[src/rtl/hamming_link_sequencer.sv]
// Streams 64-bit cipher blocks over a framed serial link as Hamming(21,16) SEC codewords.
// The TX half encodes and serialises blocks; the RX half corrects and reassembles them. The two halves run independently.
module hamming_link_sequencer #(
  parameter int NWORDS = 4
) (
  input  logic                 clk,
  input  logic                 rst,
  input  logic                 tx_in_valid,
  output logic                 tx_in_ready,
  input  logic [16*NWORDS-1:0] tx_in_block,
  output logic                 tx_cw_valid,
  input  logic                 tx_cw_ready,
  output logic [20:0]          tx_cw,
  output logic                 tx_cw_last,
  input  logic                 rx_cw_valid,
  output logic                 rx_cw_ready,
  input  logic [20:0]          rx_cw,
  input  logic                 rx_cw_last,
  output logic                 rx_out_valid,
  input  logic                 rx_out_ready,
  output logic [16*NWORDS-1:0] rx_out_block,
  output logic                 rx_frame_err
);

  localparam int BW = 16 * NWORDS;
  localparam int IW = (NWORDS > 1) ? $clog2(NWORDS) : 1;
  localparam logic [IW-1:0] LAST_IDX = IW'(NWORDS - 1);

  typedef enum logic {T_IDLE, T_SEND} tx_state_e;
  typedef enum logic {R_COLLECT, R_HOLD} rx_state_e;

  // Codeword position p (1..21) lives at bit [21-p]. Parity sits at power-of-two positions.
  // Message bit 1 (msg[15]) fills the lowest data position.
  function automatic logic [20:0] enco(input logic [15:0] msg);
    logic [21:1] c;
    logic [20:0] cw;
    logic        par;
    int          d;
    c  = '0;
    cw = '0;
    d  = 15;
    for (int p = 1; p <= 21; p++) begin
      if ((p & (p - 1)) != 0) begin
        c[p] = msg[d];
        d--;
      end
    end
    for (int j = 0; j < 5; j++) begin
      par = 1'b0;
      for (int p = 1; p <= 21; p++) begin
        if ((((p >> j) & 1) == 1) && (p != (1 << j))) par = par ^ c[p];
      end
      c[1 << j] = par;
    end
    for (int p = 1; p <= 21; p++) cw[21 - p] = c[p];
    return cw;
  endfunction

  function automatic logic [15:0] deco(input logic [20:0] cw);
    logic [21:1] c;
    logic [4:0]  syn;
    logic [15:0] msg;
    int          d;
    syn = '0;
    msg = '0;
    d   = 15;
    for (int p = 1; p <= 21; p++) c[p] = cw[21 - p];
    for (int p = 1; p <= 21; p++) begin
      if (c[p]) syn = syn ^ 5'(p);
    end
    // Syndromes above 21 can only arise from multi-bit errors; pass those through uncorrected.
    if ((syn != 5'd0) && (syn <= 5'd21)) c[syn] = ~c[syn];
    for (int p = 1; p <= 21; p++) begin
      if ((p & (p - 1)) != 0) begin
        msg[d] = c[p];
        d--;
      end
    end
    return msg;
  endfunction

  tx_state_e       tx_state_q, tx_state_d;
  logic [IW-1:0]   tx_idx_q, tx_idx_d;
  logic [BW-1:0]   tx_block_q, tx_block_d;
  logic [15:0]     tx_word;

  rx_state_e       rx_state_q, rx_state_d;
  logic [IW-1:0]   rx_idx_q, rx_idx_d;
  logic [BW-1:0]   rx_block_q, rx_block_d;
  logic            rx_frame_err_q, rx_frame_err_d;

  always_ff @(posedge clk) begin
    if (rst) begin
      tx_state_q     <= T_IDLE;
      tx_idx_q       <= '0;
      tx_block_q     <= '0;
      rx_state_q     <= R_COLLECT;
      rx_idx_q       <= '0;
      rx_block_q     <= '0;
      rx_frame_err_q <= 1'b0;
    end else begin
      tx_state_q     <= tx_state_d;
      tx_idx_q       <= tx_idx_d;
      tx_block_q     <= tx_block_d;
      rx_state_q     <= rx_state_d;
      rx_idx_q       <= rx_idx_d;
      rx_block_q     <= rx_block_d;
      rx_frame_err_q <= rx_frame_err_d;
    end
  end

  // The codeword is derived from held state, so it stays stable while the channel stalls.
  assign tx_word     = tx_block_q[BW - 1 - 16 * int'(tx_idx_q) -: 16];
  assign tx_in_ready = (tx_state_q == T_IDLE);
  assign tx_cw_valid = (tx_state_q == T_SEND);
  assign tx_cw_last  = (tx_state_q == T_SEND) && (tx_idx_q == LAST_IDX);
  assign tx_cw       = (tx_state_q == T_SEND) ? enco(tx_word) : '0;

  always_comb begin
    tx_state_d = tx_state_q;
    tx_idx_d   = tx_idx_q;
    tx_block_d = tx_block_q;
    case (tx_state_q)
      T_IDLE: begin
        if (tx_in_valid) begin
          tx_block_d = tx_in_block;
          tx_idx_d   = '0;
          tx_state_d = T_SEND;
        end
      end
      T_SEND: begin
        if (tx_cw_ready) begin
          if (tx_idx_q == LAST_IDX) tx_state_d = T_IDLE;
          else                      tx_idx_d   = tx_idx_q + IW'(1);
        end
      end
      default: tx_state_d = T_IDLE;
    endcase
  end

  assign rx_cw_ready  = (rx_state_q == R_COLLECT);
  assign rx_out_valid = (rx_state_q == R_HOLD);
  assign rx_out_block = rx_block_q;
  assign rx_frame_err = rx_frame_err_q;

  // A last marker and the final slot must coincide; otherwise the partial frame is dropped.
  always_comb begin
    rx_state_d     = rx_state_q;
    rx_idx_d       = rx_idx_q;
    rx_block_d     = rx_block_q;
    rx_frame_err_d = 1'b0;
    case (rx_state_q)
      R_COLLECT: begin
        if (rx_cw_valid) begin
          rx_block_d[BW - 1 - 16 * int'(rx_idx_q) -: 16] = deco(rx_cw);
          if (rx_cw_last && (rx_idx_q == LAST_IDX)) begin
            rx_state_d = R_HOLD;
          end else if (rx_cw_last || (rx_idx_q == LAST_IDX)) begin
            rx_frame_err_d = 1'b1;
            rx_idx_d       = '0;
          end else begin
            rx_idx_d = rx_idx_q + IW'(1);
          end
        end
      end
      R_HOLD: begin
        if (rx_out_ready) begin
          rx_state_d = R_COLLECT;
          rx_idx_d   = '0;
        end
      end
      default: rx_state_d = R_COLLECT;
    endcase
  end

endmodule
[config.mk]
export PLATFORM = sky130hd
export DESIGN_NAME = hamming_link_sequencer
export DESIGN_NICKNAME = d
export VERILOG_FILES = /design/src/rtl/hamming_link_sequencer.sv
export SDC_FILE = /design/constraint.sdc
export NUM_CORES = 1
export LEC_CHECK = 0
export ABC_AREA = 1
export CAP_MARGIN = 25
export CORE_MARGIN = 3
export CORE_UTILIZATION = 49
export DETAILED_ROUTE_END_ITERATION = 10
export HOLD_SLACK_MARGIN = 0.03
export PLACE_DENSITY = 0.81
export SLEW_MARGIN = 15
export SYNTH_ARGS = -nofsm -noshare
export SYNTH_HDL_FRONTEND = slang
export SYNTH_SLANG_ARGS = --single-unit
[constraint.sdc]
create_clock -name clk -period 2.95 [get_ports clk]
set_input_delay 0.885 -clock clk [delete_from_list [all_inputs] [get_ports clk]]
set_output_delay 0.885 -clock clk [all_outputs]
set_load 0.01 [all_outputs]
# Yosys cells after proc, flatten, opt, wreduce, memory -nomap -nowiden
# Cells that the tools add are included.
[word_totals]
register_bits = 135
out_inout_bits = 91
input_bits = 92
elab_cells = 353
[op_classes]
reduce_logical = 26
eq_ne = 8
n_lt_le_gt_ge = 33
bitwise = 59
addsub = 19
shifts = 3
mux = 198
[op_table]
columns = ["op", "count"]
rows = [
  ["two-way mux 32 bit", 30],
  ["greater-or-equal comparator 32 x 1 -> 1 bit, second input constant", 15],
  ["< comparator 32 x 6 -> 1 bit, second input constant", 15],
  ["two-way mux 16 bit", 30],
  ["subtractor 32 x 2 -> 32 bit, second input constant", 14],
  ["bitwise mux 16 bit", 15],
  ["two-way mux 5 bit", 48],
  ["two-way mux 21 bit", 4],
  ["variable shift 16 x 33 -> 79 bit, first input constant", 1],
  ["variable part select 16 x 33 -> 79 bit", 1],
  ["variable part select 79 x 7 -> 16 bit", 1],
  ["bitwise mux 64 bit", 1],
  ["demux 1 bit (select 4 bit)", 15],
  ["bitwise XOR 1 bit", 35],
  ["negator 7 -> 33 bit", 1],
  ["two-way mux 4 bit", 8],
  ["two-way mux 1 bit", 27],
  ["bitwise mux 21 bit", 1],
  ["logical AND 1 bit", 19],
  ["two-way mux 2 bit", 9],
  ["inverter 2 bit", 9],
  ["inverter 3 bit", 6],
  ["subtractor 6 x 6 -> 7 bit, first input constant", 2],
  ["two-way mux 3 bit", 4],
  ["17 further kinds", 35],
]

# Depth between registers and ports, before layout
[logic_depth]
ltp_word = 140
depth_mapped = 22
depth_no_buf = 21

# Worst setup path after synthesis
# No wires, ideal clock.
[synth_timing]
path_type = "register to output"
from = "register tx_idx_q[0]"
to = "output port tx_cw[19]"
arrival_time_ns = 2.006
t_required_ns = 2.065
n_path_buf = 2
stages_incl_launch_ff = 11
path_slack_ns = 0.059
cell_sequence = "dfxtp_1 buf_2 clkinv_1 clkbuf_1 nand2_1 a32o_1 xnor2_1 xor2_1 xnor2_1 o21ai_0 a21oi_1"
[synth_via]
elab_chain_cells = 11
[synth_lines]
columns = ["item", "line_no", "text"]
rows = [
  ["from (decl)", "83", "logic [IW-1:0] tx_idx_q, tx_idx_d;"],
  ["from (signal assigned)", "103", "tx_idx_q <= tx_idx_d;"],
  ["subtractor 6 x 6 -> 7 bit (*)", "113", "assign tx_word = tx_block_q[BW - 1 - 16 * int'(tx_idx_q) -: 16];"],
  ["variable part select 79 x 7 -> 16 bit (*)", "113", ""],
  ["bitwise XOR 1 bit (7 in a row)", "51", "if ((((p >> j) & 1) == 1) && (p != (1 << j))) par = par ^ c[p];"],
  ["bitwise XOR 1 bit (*)", "51", ""],
  ["two-way mux 21 bit (*)", "117", "assign tx_cw = (tx_state_q == T_SEND) ? enco(tx_word) : '0;"],
  ["to (decl)", "13", "output logic [20:0] tx_cw,"],
]
# Mark *: on every way between the ends. The rest lies on a longest branch, timed or not.

# Worst setup path in the final report
[layout_timing]
from = "register tx_idx_q[0]"
to = "output port tx_cw[5]"
[layout_via]
elab_chain_cells = 7
[layout_lines]
columns = ["item", "line_no"]
rows = [
  ["subtractor 6 x 6 -> 7 bit (*)", "113"],
  ["variable part select 79 x 7 -> 16 bit (*)", "113"],
  ["bitwise XOR 1 bit (3 in a row)", "51"],
  ["bitwise XOR 1 bit (*)", "51"],
  ["two-way mux 21 bit (*)", "117"],
]
# Marked as above.

==> flow_summary_export.csv <==
group,metric,value,unit
worst_setup_path,path_cells,"clkinv_8 -> buf_12 -> buf_12 -> buf_4 -> nand2_2 -> a32o_2 -> xor2_1 -> xnor2_1 -> xor2_1 -> nor2_1 -> buf_2",
placement,port_buffers,182,
yosys,synthTopCellsByArea,"dfxtp_1 (39%), nand2_1 (11%), nor2_1 (9.2%)",
yosys,netlist-cell-type-count,33,
power_and_ir_drop,clkPwrFrac,36.1,%
worst_setup_path,critPathCaptureType,"output port",
power_and_ir_drop,p_int,0.00416,W
layout,fin_nets,1362,
placement,dp_hpwl,17800,µm
power_and_ir_drop,ir_worst_vdd,519,µV
power_and_ir_drop,p_sw_share,31.8,%
yosys,synth_top_area_share,38.6,%
yosys,synth-seq-cells,135,
worst_setup_path,max_stage_delay,0.40,ns
worst_setup_path,crit_arrival,2.42,ns
clock_tree,clock_latency,0.42,ns
sta,drv_slew,0,
worst_setup_path,worstPathRequired,2.07,ns
sta,fmax,0.303,GHz
global_route,grt_max_degree,70,
yosys,synthCells,996,
clock_tree,cts_hold_buffers,0,
sta,finalCriticalPeriod,3.30,ns
yosys,syn_nets,1093,
detailed_routing,routedWlPerCell,18.0,µm
detailed_routing,firstDrtPassIters,7,
worst_setup_path,crit_type,"reg -> out",
layout,fin_area,10700,µm²
clock_tree,cts_num_sinks,135,
yosys,ys_seq_area_share,38.6,%
layout,diodes,0,
clock_tree,clk_pin_slew_worst_paths,0.06,ns
yosys,synth_area,7000,µm²
sta,hold_violations,0,
sta,rsz0062_at_grt,"yes",
global_route,grt_pass1_wl,40300,µm
clock_tree,tritoncts,"done",
placement,gp_congestion,0.966,
floorplan,die_y,125,µm
layout,nFillCells,1020,
worst_setup_path,cp_max_fo,6,
sta,relSlewSlack,38.6,%
floorplan,std_cell_rows,43,
status,status,"finished, violations left",
sta,setup_viol,5,
sta,finalCritPeriodShare,112,%
floorplan,start_util,50.2,%
clock_tree,numCtsBuffers,17,
layout,area_delta_synth_final,52.8,%
detailed_routing,remaining_drc_errors,0,
clock_tree,htreeDepth,4,
run,drv_cap,0,
global_route,antenna_found_initial,0,
sta,tightest_slew,0.920,ns
yosys,ys_warn_count,0,
sta,fin_worst_skew,0.00705,ns
power_and_ir_drop,p_leak,4.71,nW
power_and_ir_drop,seqPwrFrac,32.4,%
power_and_ir_drop,power_switching,0.00194,W
worst_setup_path,startpoint_type,"flop",
global_route,grt.total_usage,31.8,%
detailed_routing,vias,8150,
floorplan,io_pins,183,
clock_tree,root_buffer,"clkbuf_16",
power_and_ir_drop,pwr-share-comb,31.4,%
yosys,synth_top_area_cell,"dfxtp_1",
power_and_ir_drop,p_per_area,571,nW/µm²
placement,dp_worst_setup_slack,-0.728,ns
placement,place_area,9680,µm²
clock_tree,cts_max_path_buffers,2,
floorplan,core,13900,µm²
layout,drive_above_1_share,21.8,%
floorplan,die-area,15700,µm²
placement,placedCellCount,1410,
layout,finalNonFillerCells,1458,
yosys,avgSynthCellArea,7.02,µm²
detailed_routing,vias_per_cell,5.59,
min_path,hold_path_class,"reg -> reg",
detailed_routing,drt_iter0_drc,1001,
global_route,grt_overflow_total,0,
detailed_routing,antenna_left,0,
detailed_routing,drt_wl_total,26300,µm
worst_setup_path,cpMaxStageDelayCell,"dfxtp_4",
status,violations,"negative setup slack",
sta,fin_ws,-0.352,ns
global_route,grt_pass1_vias,7735,
floorplan,die_w,125,µm
==> worst max-delay path: cells and delay by family (launching register included) <==
family          cells  cell delay, ns
compound gates      1            0.21
xor+xnor            3            0.52
buf+inv             5            0.66
flops               1            0.40
simple gates        2            0.22
==> sequential cells by signal, summed over array words and instances (netlist names) <==
register,flops
rx_out_block,64
rx_frame_err,1
rx_out_valid,1
tx_idx_q,2
tx_cw_valid,1
rx_idx_q,2
tx_block_q,64
==> cells in the final DEF (no fill, tap or decap), drive strengths merged, types with 3 or more instances in the layout <==
cell	count
dlygate4sd2	13
nand4	68
xor2	23
ha	5
clkinvlp	3
clkbuf	33
xnor2	26
a32oi	3
clkdlybuf4s50	141
clkinv	10
o21ai	77
dlymetal6s2s	5
a21oi	88
a32o	13
dfxtp	135
bufinv	3
nand3	40
nand2	219
buf	133
inv	57
nor2	176
==> cell families after synthesis <==
group	count (synthesis)	share of synthesized area, %
xor+xnor	49	6.24
compound gates	184	14.4
fa+ha+maj	5	0.894
simple gates	506	33.2
buf+inv	117	6.63
flops	135	38.6
==> routing by layer <==
metal,up-vias,global-route usage (%),routed length [µm]
met3,61,8.63,2400
met1,3857,42.5,11000
met2,384,49.2,12000
li1,3848,-,-
met5,-,0,0
met4,0,12.5,793
==> worst paths after layout <==
| path | from | end | slack [ns] | depth (start not counted) |
|---|---|---|---|---|
| setup / recovery | tx_idx_q[0] | tx_cw[5] | -0.35 | 11 |
| hold / removal | rx_out_block[17] | rx_out_block[17] | 0.46 | 2 |
| setup reg to reg | rx_idx_q[0] | rx_out_block[58] | 0.47 | 7 |
| hold reg to reg | rx_out_block[17] | rx_out_block[17] | 0.46 | 2 |
==> synthesized netlist by cell type <==
cell      number
nand2_1      202
nor2_1       172
dfxtp_1      135
a21oi_1       88
o21ai_0       74
nand4_1       68
inv_1         53
clkbuf_1      46
nand3_1       36
xnor2_1       25
xor2_1        23
a32o_1        13
nand2_4       12
buf_2         11
ha_1           5
a32oi_1        3
clkinv_1       3
inv_2          3
nand2_2        3
o21ai_1        3
nand2_8        2
nand3_2        2
nand3_4        2
nor2_2         2
nor2_4         2
a211oi_1       1
a221oi_1       1
buf_8          1
nand3b_4       1
nor3_1         1
o21a_1         1
or2_2          1
xnor2_2        1
==> final cells by class <==
| class | instances | area, µm² | area share [%] |
|---|---|---|---|
| Multi-Input combinational cell | 744 | 4110 | 38.5 |
| Timing Repair Buffer | 308 | 2800 | 26.1 |
| Sequential cell | 135 | 2710 | 25.3 |
| Clock buffer | 18 | 439 | 4.11 |
| Inverter | 59 | 241 | 2.26 |
| Tap cell | 180 | 225 | 2.11 |
| Clock inverter | 14 | 173 | 1.61 |
==> power groups by stage <==
stage	registers [W]	clock network (W)	logic (W)
3_5_place_dp	0.00201	0	0.00166
6_report	0.00198	0.00220	0.00192
5_1_grt	0.00199	0.00229	0.00207
2_1_floorplan	0.00200	0	0.000954
3_3_place_gp	0.00201	0	0.00164
4_1_cts	0.00197	0.00220	0.00179
==> per-stage QoR <==
step	setup TNS [ns]	hold slack (ns)	util, %	power [W]
CTS	-1.45	0.466	75.9	0.00597
global placement	-36.77	0.452	69.5	0.00365
finish	-1.64	0.462	76.7	0.00611
global route	-2.12	0.480	76.7	0.00634
floorplan	0	0.473	-	0.00296
detailed placement	-38.17	0.459	69.5	0.00367
==> timing repair <==
item	4_1_cts	5_1_grt
setup buffers	10	4
cloned	3	0
gates resized for setup	108	74
pin swaps	41	36
endpoints found under the setup margin	83	76
Power figures use the tool's default switching activity.
==> RTL edit: new RTL, same settings <==
Make the reset (`rst`) asynchronous in one clocked block.
--- a/src/rtl/hamming_link_sequencer.sv
+++ b/src/rtl/hamming_link_sequencer.sv
@@ -91,3 +91,3 @@
 
-  always_ff @(posedge clk) begin
+  always_ff @(posedge clk or posedge rst) begin
     if (rst) begin
Check against the original RTL: not equivalent (Yosys sat finds a counterexample within 4 cycles, from zero or initial values and one cycle with rst high; the reset may be asserted at any time).
==> RTL edit against the original RTL <==
Synthesized cell count shrank 2.3%; routed wire length shrank 1.2%; clock skew grew 2.0 ps; the flow still finishes with violations (setup timing); final area grew 5.8%; setup slack lost 270 ps; synthesized area grew 6.2%; critical endpoint is now tx_cw[17]; sequential cell count is the same; non-clock buffer count shrank 2; global-route usage shrank 0.96 points; critical path type unchanged; first-iteration DRC count shrank 19%; die area grew 5.9%.
Power is not compared: it rests on default switching activity, and its combinational part moved more than twofold at a synthesized area within 25%.
==> RTL edit: results (changes against the original RTL) <==
cpMaxStageDelayCell: "dfrtp_2"
setup_viol: 5  # unchanged
grt_pass1_vias: 7852  # +1.5%
ctsHtreeMaxLevel: 4  # unchanged
drive_gt1_share_pct: 21.5  # -0.26 points
grt_max_degree: 111  # +59%
cts_buffer_depth: 2  # unchanged
yosysSeqAreaShare_pct: 45.5  # +6.8 points
endpoint: "tx_cw[17]"
synthTopCellsByCount: "nand2_1, dfrtp_1, nand4_1, nor2_1, inv_1"
pre_cts_ws_ps: -608  # +120 ps
outcome: "finished with violations"
synth_flop_cell: "dfrtp_1"
hold_start: "rx_out_valid$_DFF_PP0_"
syn_nets: 1072  # -1.9%
arrival_ps: 2690  # +270 ps
violations: "setup timing"
met1_usage_pct: 43.0  # +0.56 points
dr.first_iter.drc_count: 813  # -19%
synth.avg_cell_area_um2: 7.64  # +8.7%
vias_per_cell: 5.50  # -1.6%
use_met3_pct: 7.13  # -1.5 points
dp_hpwl_um: 17600  # -1.2%
place.gp.congestion: 0.955  # -1.1%
synth_area_leaders: "dfrtp_1, nand2_1, nand4_1"
place_area_um2: 10100  # +4.6%
synthArstFlopShare_pct: 100  # +100 points
ff2ff_setup_slack_ps: 920  # +450 ps
crit_family: "XOR/XNOR gates"
met2_usage_pct: 47.3  # -1.9 points
grt_pass1_wl_um: 40300  # +0.10%
max_stage_delay_ps: 450  # +50 ps
peakVddDrop_uv: 1070
critPathMaxFanout: 8  # +2
r2r_cells: 9  # +2
rr_endpoint: "rx_out_block[48]$_DFFE_PP0P_"
finalSetupTns_ps: -2450  # -814 ps
r2r_start: "rx_idx_q[0]$_DFFE_PP0P_"
worst_slack_ps: -622  # -271 ps
place_inst: 1402  # -0.57%
routed_wl_um: 26000  # -1.2%
relSlewSlack_pct: 55.5  # +17 points
yosysUniqueCellTypes: 32  # -3.0%
crit_start: "tx_idx_q[0]$_DFFE_PP0P_"
wl_per_cell_um: 17.9  # -0.89%
dr.pass1.iters: 6  # -1
grt_usage_pct: 30.9  # -0.96 points
finalClockSkew_ps: 9.06  # +2.02 ps
## RTL edit: routing by layer
| metal | part of all wire [%] | up-vias |
|---|---|---|
| met5 | 0 | - |
| met1 | 42 | 3831 |
| li1 | - | 3691 |
| met3 | 8.1 | 74 |
| met4 | 3.2 | 0 |
| met2 | 47 | 402 |
## RTL edit: report_power, final
part,switching (W),leakage (nW),total [W],internal [W]
combinational,0.00451,3.90,0.00871,0.00420
sequential,0.000568,1.75,0.00320,0.00263
clock,0.000855,0.271,0.00212,0.00127
## RTL edit: layout make-up
| class | count | area [um^2] |
|---|---|---|
| multi-input cells | 743 | 4070 |
| fillers | 991 | 3380 |
| flip-flops and latches | 135 | 3380 |
| repair buffers | 306 | 2840 |
| clock buffers | 18 | 439 |
| well taps | 184 | 230 |
| inverters | 54 | 209 |
| clock inverters | 14 | 150 |
## RTL edit: what timing repair did
item                                    in CTS  in global routing
cloned                                       0                  1
buffers inserted                            11                  8
pin swaps                                   16                 36
endpoints found under the setup margin      79                 82
gates resized for setup                     82                 98
## RTL edit: cells by family after synthesis
group                      after synthesis  share of synthesized area (%)
buffers and inverters                   96                           5.27
xor gates and xnor gates                53                           6.85
AOI/OAI and AO/OA                       59                           4.78
adders and majority gates                7                           1.18
and+or+nand+nor                        623                           36.4
DFF                                    135                           45.5
## RTL edit: worst min path at each step
stage | depth (start not counted) | slack (ps) | endpoint
2_1_floorplan | 2 | 440 | tx_block_q[20]$_DFFE_PP0P_
3_3_place_gp | 2 | 460 | tx_block_q[27]$_DFFE_PP0P_
3_5_place_dp | 2 | 460 | tx_block_q[27]$_DFFE_PP0P_
4_1_cts | 2 | 480 | tx_block_q[31]$_DFFE_PP0P_
5_1_grt | 2 | 500 | tx_block_q[30]$_DFFE_PP0P_
6_report | 1 | 480 | rx_frame_err$_DFF_PP0_
